File: config.mk
export PLATFORM = sky130hd
export DESIGN_NAME = fifo_prog
export DESIGN_NICKNAME = d
export VERILOG_FILES = /design/src/rtl/fifo_prog.sv
export SDC_FILE = /design/constraint.sdc
export NUM_CORES = 1
export LEC_CHECK = 0
export CAP_MARGIN = 40
export CORE_MARGIN = 2
export CORE_UTILIZATION = 51
export DETAILED_ROUTE_END_ITERATION = 16
export GPL_ROUTABILITY_DRIVEN = 1
export GPL_TIMING_DRIVEN = 0
export PLACE_DENSITY = 0.79
export SYNTH_ARGS = -nofsm -noshare
export SYNTH_HDL_FRONTEND = slang
export SYNTH_SLANG_ARGS = --single-unit
export TNS_END_PERCENT = 50
File: constraint.sdc
create_clock -name clk -period 2.65 [get_ports clk]
set_clock_uncertainty 0.05 [all_clocks]
set_input_delay 0.3975 -clock clk [delete_from_list [all_inputs] [get_ports clk]]
set_output_delay 0.3975 -clock clk [all_outputs]
set_load 0.005 [all_outputs]
File: src/rtl/fifo_prog.sv
// Parametrised single-clock FIFO with optional first-word-fall-through read,
// programmable almost-full/almost-empty thresholds, flush and sticky error flags.
module fifo_prog #(
    parameter int FIFO_WIDTH = 16,
    parameter int FIFO_DEPTH = 8,
    parameter int FWFT       = 0,
    parameter int CW         = $clog2(FIFO_DEPTH + 1)
) (
    input  logic                  clk,
    input  logic                  rst,
    input  logic                  flush,
    input  logic [FIFO_WIDTH-1:0] data_in,
    input  logic                  wr_en,
    input  logic                  rd_en,
    input  logic [CW-1:0]         af_thresh,
    input  logic [CW-1:0]         ae_thresh,
    input  logic                  err_clr,
    output logic [FIFO_WIDTH-1:0] data_out,
    output logic                  wr_ack,
    output logic                  overflow,
    output logic                  underflow,
    output logic                  full,
    output logic                  empty,
    output logic                  almostfull,
    output logic                  almostempty,
    output logic [CW-1:0]         count,
    output logic                  ovf_sticky,
    output logic                  udf_sticky
);
    localparam int            PW      = $clog2(FIFO_DEPTH);
    localparam logic [PW-1:0] LAST    = PW'(FIFO_DEPTH - 1);
    localparam logic [CW-1:0] DEPTH_C = CW'(FIFO_DEPTH);

    logic [FIFO_WIDTH-1:0] mem_q [FIFO_DEPTH];
    logic [PW-1:0]         wr_ptr_q, wr_ptr_d, rd_ptr_q, rd_ptr_d;
    logic [CW-1:0]         count_q, count_d;
    logic                  wr_ack_q, overflow_q, underflow_q;
    logic                  ovf_sticky_q, ovf_sticky_d, udf_sticky_q, udf_sticky_d;
    logic                  wr_acc, rd_acc, ovf_cond, udf_cond;

    assign count       = count_q;
    assign full        = (count_q == DEPTH_C);
    assign empty       = (count_q == '0);
    assign almostfull  = (count_q >= af_thresh);
    assign almostempty = (count_q <= ae_thresh);
    assign wr_ack      = wr_ack_q;
    assign overflow    = overflow_q;
    assign underflow   = underflow_q;
    assign ovf_sticky  = ovf_sticky_q;
    assign udf_sticky  = udf_sticky_q;

    always_comb begin
        wr_acc   = wr_en && !full && !flush;
        rd_acc   = rd_en && !empty && !flush;
        ovf_cond = wr_en && full && !flush;
        udf_cond = rd_en && empty && !flush;

        // Explicit wrap so non-power-of-two depths never index past the last entry.
        wr_ptr_d = wr_ptr_q;
        rd_ptr_d = rd_ptr_q;
        if (wr_acc) wr_ptr_d = (wr_ptr_q == LAST) ? '0 : wr_ptr_q + 1'b1;
        if (rd_acc) rd_ptr_d = (rd_ptr_q == LAST) ? '0 : rd_ptr_q + 1'b1;

        count_d = count_q;
        case ({wr_acc, rd_acc})
            2'b10:   count_d = count_q + 1'b1;
            2'b01:   count_d = count_q - 1'b1;
            default: count_d = count_q;
        endcase
        if (flush) begin
            wr_ptr_d = '0;
            rd_ptr_d = '0;
            count_d  = '0;
        end

        ovf_sticky_d = ovf_cond || (ovf_sticky_q && !err_clr);
        udf_sticky_d = udf_cond || (udf_sticky_q && !err_clr);
    end

    always_ff @(posedge clk or posedge rst) begin
        if (rst) begin
            wr_ptr_q     <= '0;
            rd_ptr_q     <= '0;
            count_q      <= '0;
            wr_ack_q     <= 1'b0;
            overflow_q   <= 1'b0;
            underflow_q  <= 1'b0;
            ovf_sticky_q <= 1'b0;
            udf_sticky_q <= 1'b0;
        end else begin
            wr_ptr_q     <= wr_ptr_d;
            rd_ptr_q     <= rd_ptr_d;
            count_q      <= count_d;
            wr_ack_q     <= wr_acc;
            overflow_q   <= ovf_cond;
            underflow_q  <= udf_cond;
            ovf_sticky_q <= ovf_sticky_d;
            udf_sticky_q <= udf_sticky_d;
        end
    end

    always_ff @(posedge clk) begin
        if (wr_acc) mem_q[wr_ptr_q] <= data_in;
    end

    generate
        if (FWFT != 0) begin : g_fwft
            assign data_out = empty ? '0 : mem_q[rd_ptr_q];
        end else begin : g_std
            logic [FIFO_WIDTH-1:0] dout_q;
            always_ff @(posedge clk or posedge rst) begin
                if (rst)         dout_q <= '0;
                else if (rd_acc) dout_q <= mem_q[rd_ptr_q];
            end
            assign data_out = dout_q;
        end
    endgenerate
endmodule

* After elaboration in Yosys (flattened, before gate mapping) *
Memory sizes are Yosys's and may differ from the RTL's. A register that Yosys moved wholly into a read port is not among the register bits.
Index checks and enable logic that the tools add are counted.

word-level totals
  register bits = 15
  bits in latches = 0
  memory bits (writable) = 128
  bits in read-only memories = 0
  input port bits = 30
  output and inout port bits = 29
  word-level logic and storage cells = 50
  memories = 1

cells by class
  add/sub/neg operators = 4
  $mul = 0
  divide/modulo/power cells = 0
  magnitude comparators = 2
  equal/unequal tests = 5
  shift-type cells = 0
  muxes and demuxes = 10
  bitwise logic cells = 0
  reduce and logical (&&, ||, !) cells = 20

memory list
  name   words  bits a word  read ports  clocked after memory_dff  wr ports  RTL line  RTL
  mem_q  8      16           1           1                         1         34        logic [FIFO_WIDTH-1:0] mem_q [FIFO_DEPTH];

operators by type and width
  operator             number
  $mux 3               6
  $logic_and 1x1->1    10
  $pmux 4 s2           1
  $add 3x1->3 const B  2
  $eq 3x3->1 const B   2
  $add 4x1->4 const B  1
  $eq 4x4->1 const B   1
  $ge 4x4->1           1
  $le 4x4->1           1
  $logic_not 1->1      4
  $logic_not 4->1      1
  $mux 4               1
  $reduce_bool 2->1    2
  $sub 4x1->4 const B  1
  $reduce_bool 3->1    1
  $eq 2x1->1 const B   1
  $eq 2x2->1 const B   1
  $logic_or 1x1->1     2
  $mux 1               2

* Logic depth before layout (Yosys ltp) *
  depth after elaboration = 7
  mapped depth = 9
  gate-level depth less buffers = 8

* Worst setup path after synthesis *
OpenSTA, ideal clock, no wires.

  path kind = reg-to-reg
  start = register count_q[1] (netlist: count[1])
  end = memory mem_q[0][0], enable pin
  library setup time = 409 ps
  arrival = 2369 ps
  required time = 2191 ps
  setup slack = -178 ps
  stages on the path, launching flop included = 6
  buffers on the path = 1
  clock period less this slack = 2828 ps
  path through = dfrtp_1 > or4b_4 > buf_6 > inv_1 > or3_1 > nor3_1

on the way
  cells in the longest elaborated chain, start to end = 6

ends and longest elaborated chain
  what                             RTL line  RTL
  start: declaration               36        logic [CW-1:0] count_q, count_d;
  start signal: assignment         93        count_q <= count_d;
  $eq 4x4->1                       42        assign full = (count_q == DEPTH_C);
  named net full                   22        output logic full,
  $logic_not 1->1                  53        wr_acc = wr_en && !full && !flush;
  $logic_and 1x1->1 (2 in series)  53
  $mux 1                           103       if (wr_acc) mem_q[wr_ptr_q] <= data_in;
  $mux 1 (not written as such)     103
  end: declaration                 34

The timed path passes the listed nets, and every way through them passes these cells.

* Worst setup path after layout *
  start = register count_q[0] (netlist: count[0])
  end = register count_q[2] (netlist: count[2])

on the way
  cells in the longest elaborated chain, start to end = 7
  elaborated cells between the ends (all ways) = 15
  classes of those cells = 2 x add/sub; 3 x eq/ne; 2 x mux; 8 x reduce/logical

ends and longest elaborated chain
  what                                                RTL line  RTL
  $eq 4x4->1 or $logic_not 4->1 (tied branches)       42, 43
  $logic_not 1->1 (on tied branches)                  53, 54
  $logic_and 1x1->1 (on tied branches) (2 in series)  53, 54
  $eq 2x1->1 or $eq 2x2->1 (tied branches)            65        case ({wr_acc, rd_acc})
  $pmux 4 s2                                          65
  $mux 4                                              70        if (flush) begin

Several ways; a longest one is shown, not always the timed one.
A chain may end at the register's enable or synchronous reset.

==> flow_metrics.env <==
export IMPL_outcome="completed"
export IMPL_yosysSeqAreaShare=0.724
export IMPL_cts_sinks=159
export IMPL_drv_slew=0
export IMPL_finalSetupViolations=0
export IMPL_diodes=0
export IMPL_num_fill_cells=800
export IMPL_relSlewSlack=0.413
export IMPL_drtPass1Iterations=5
export IMPL_layout_nets=499
export IMPL_fin_crit_sh=0.990
export IMPL_die_height_um=116
export IMPL_p_sw_mw=1.47
export IMPL_period_needed_ps=2620
export IMPL_worst_slack_ps=27.7
export IMPL_syn_area_per_cell_um2=17.8
export IMPL_totalWireLength_um=14400
export IMPL_seq_power_share=0.448
export IMPL_startpoint_type="register"
export IMPL_synthesis_area_um2=6380
export IMPL_syn_nets=402
export IMPL_fin_cells=636
export IMPL_clk_pin_slew_ps=60
export IMPL_seq_area_um2=4620
export IMPL_arrival_ps=2850
export IMPL_grt_setup_unrepaired="true"
export IMPL_grt_max_degree=32
export IMPL_drc=0
export IMPL_pwr_share_comb=0.149
export IMPL_fin_area_um2=8070
export IMPL_viasPerCell=5.59
export IMPL_yosys_register_bits=159
export IMPL_holdWs_ps=386
export IMPL_cts_buffers=17
export IMPL_hold_buffers=0
export IMPL_port_buffer_count=57
export IMPL_antenna_found_initial=0
export IMPL_hold_path_class="input pin to register"
export IMPL_cts_root_buf="clkbuf_16"
export IMPL_htree_levels=4
export IMPL_clock_latency_ps=420
export IMPL_dpl_worst_slack_ps=-214
export IMPL_switching_share=0.221
export IMPL_drt_iter0_markers=328
export IMPL_dieArea_um2=13400
export IMPL_required_ps=2870
export IMPL_ios=59
export IMPL_syn_inst=358
export IMPL_cp_max_fo=9
export IMPL_syn2layout_area_growth_pct=26.4
export IMPL_ys_types=34
export IMPL_routedWlPerCell_um=22.6
export IMPL_place_hpwl_um=9170
export IMPL_grt_total_usage=0.228
export IMPL_final_setup_tns_ps=0
export IMPL_critPathKind="register to register"
export IMPL_core_area_um2=12100
export IMPL_rows=40
export IMPL_power_density_nw_per_um2=825
export IMPL_power_internal_mw=5.18
export IMPL_postPlaceCellArea_um2=7310
export IMPL_dp_cells=592
export IMPL_grt_pass1_vias=3758
export IMPL_worst_pin_slew_ps=881
export IMPL_crit_path_end_kind="register"
export IMPL_die_w_um=116
export IMPL_p_total_mw=6.65
export IMPL_maxCapViolCount=0
export IMPL_initial_core_util=0.527
export IMPL_multi_input_area_um2=1680
export IMPL_finish_utilization=0.666
export IMPL_clkPwrFrac=0.403
export IMPL_place_gp_congestion=0.771
export IMPL_max_freq_mhz=381
export IMPL_antenna_left=0
export IMPL_clock_path_buffers=2
export IMPL_yosys_warnings=0
export IMPL_grt_pass1_wl_um=21300
export IMPL_peakVddDrop_v=0.000547
export IMPL_overflow=0
export IMPL_drive_above_1_share=0.222
export IMPL_cts_tree="yes"
export IMPL_power_leakage_nw=2.82
export IMPL_vias=3555
export IMPL_hold_viol_final=0
==> cell usage in the layout (no fill, tap or decap), types with 5 or more instances in the layout <==
| master | count |
|---|---|
| nand3_1 | 5 |
| nor2_2 | 6 |
| clkbuf_16 | 17 |
| nor2_1 | 21 |
| a21oi_1 | 24 |
| nand2_1 | 11 |
| dfrtp_1 | 27 |
| buf_8 | 5 |
| ha_1 | 13 |
| inv_1 | 10 |
| edfxtp_1 | 128 |
| buf_4 | 14 |
| bufinv_16 | 6 |
| clkbuf_1 | 13 |
| clkdlybuf4s50_1 | 55 |
| mux4_2 | 32 |
| mux2i_1 | 16 |
==> path summary, 6_finish.rpt <==
check                       startpoint           to  slack (ps)  depth (start not counted)
hold / removal                   wr_en  wr_ptr_q[2]         390                          3
setup / recovery              count[0]     count[2]          30                          7
hold reg to reg            data_out[8]  data_out[8]         480                          2
min in group asynchronous          rst  data_out[7]         400                          2
max in group asynchronous          rst     count[2]        1590                          2
setup reg to reg              count[0]     count[2]          30                          7
==> state kept, by name, summed over array words and instances, names as in the netlist <==
name / cells
rd_ptr_q: 3
udf_sticky: 1
ovf_sticky: 1
data_out: 16
mem_q: 128
wr_ptr_q: 3
count: 4
underflow: 1
wr_ack: 1
overflow: 1
==> critical path, cell delays in order (launching register included) <==
cell and delay, ps:
dfrtp_2 420, or4b_4 630, a211oi_4 430, xor2_1 130
ha_1 220, or3_1 390, o211ai_1 110, a21oi_1 90
==> metal layers <==
layer / global-route usage / vias to the layer above / part of all wire
met5: 0 / - / 0
met4: 0.0952 / 0 / 0.020
met3: 0.0601 / 23 / 0.081
met2: 0.387 / 150 / 0.53
met1: 0.279 / 1795 / 0.37
li1: - / 1587 / -
==> Yosys cell counts <==
cell type	count	area (µm²)
o211a_1	1	10.0
nand2_1	11	41.3
nand3_1	5	25.0
nor2b_1	2	12.5
or4b_4	1	13.8
a21oi_1	24	120
buf_6	1	11.3
nor4bb_1	1	10.0
nor3_1	4	20.0
a211oi_4	1	20.0
mux2i_1	16	160
edfxtp_1	128	3840
buf_2	3	15.0
or2b_2	1	8.76
mux2_1	1	11.3
nand3b_1	2	15.0
ha_1	14	175
xor2_1	1	8.76
dfrtp_1	31	776
o21ai_0	4	20.0
clkbuf_1	12	45.0
nand4_1	1	6.26
o21a_1	3	22.5
or4_1	1	7.51
or3_1	4	25.0
buf_1	1	3.75
inv_1	13	48.8
nand2b_1	4	25.0
mux4_2	32	721
o22ai_1	2	12.5
a32oi_1	1	8.76
o211ai_1	2	15.0
nor2_1	27	101
a21o_1	3	22.5
==> timing repair <==
item / CTS / global route
cloned: 0 / 0
setup buffers: 3 / 10
gates resized for setup: 9 / 6
pin swaps: 1 / 3
hold endpoints to repair: 0 / 0
setup endpoints to repair: 6 / 3
==> power by group through the flow <==
stage	clock network (mW)	registers (mW)	logic, mW
2_1_floorplan	0	3.02	0.437
3_3_place_gp	0	3.03	0.897
3_5_place_dp	0	3.04	0.945
4_1_cts	2.71	2.98	0.977
5_1_grt	2.81	3.00	1.09
6_report	2.68	2.98	0.989
==> area by class of cell <==
type,count,share of cell area
multi-input combinational,169,0.209
buffer,16,0.00837
timing repair buffer,79,0.0969
sequential,159,0.573
inverter,13,0.00636
clock inverter,13,0.0268
clock buffer,19,0.0537
tap,168,0.0261
==> kinds of logic (layout without fill, tap and decap cells) <==
family,count (synthesis),after routing,synth area share
fa+ha+maj,14,14,0.0274
compound gates,41,41,0.0394
buf+inv,30,140,0.0194
simple gates,64,64,0.0488
xor+xnor,1,1,0.00137
flops,159,159,0.724
mux,49,49,0.140
Power figures use the tool's default switching activity.
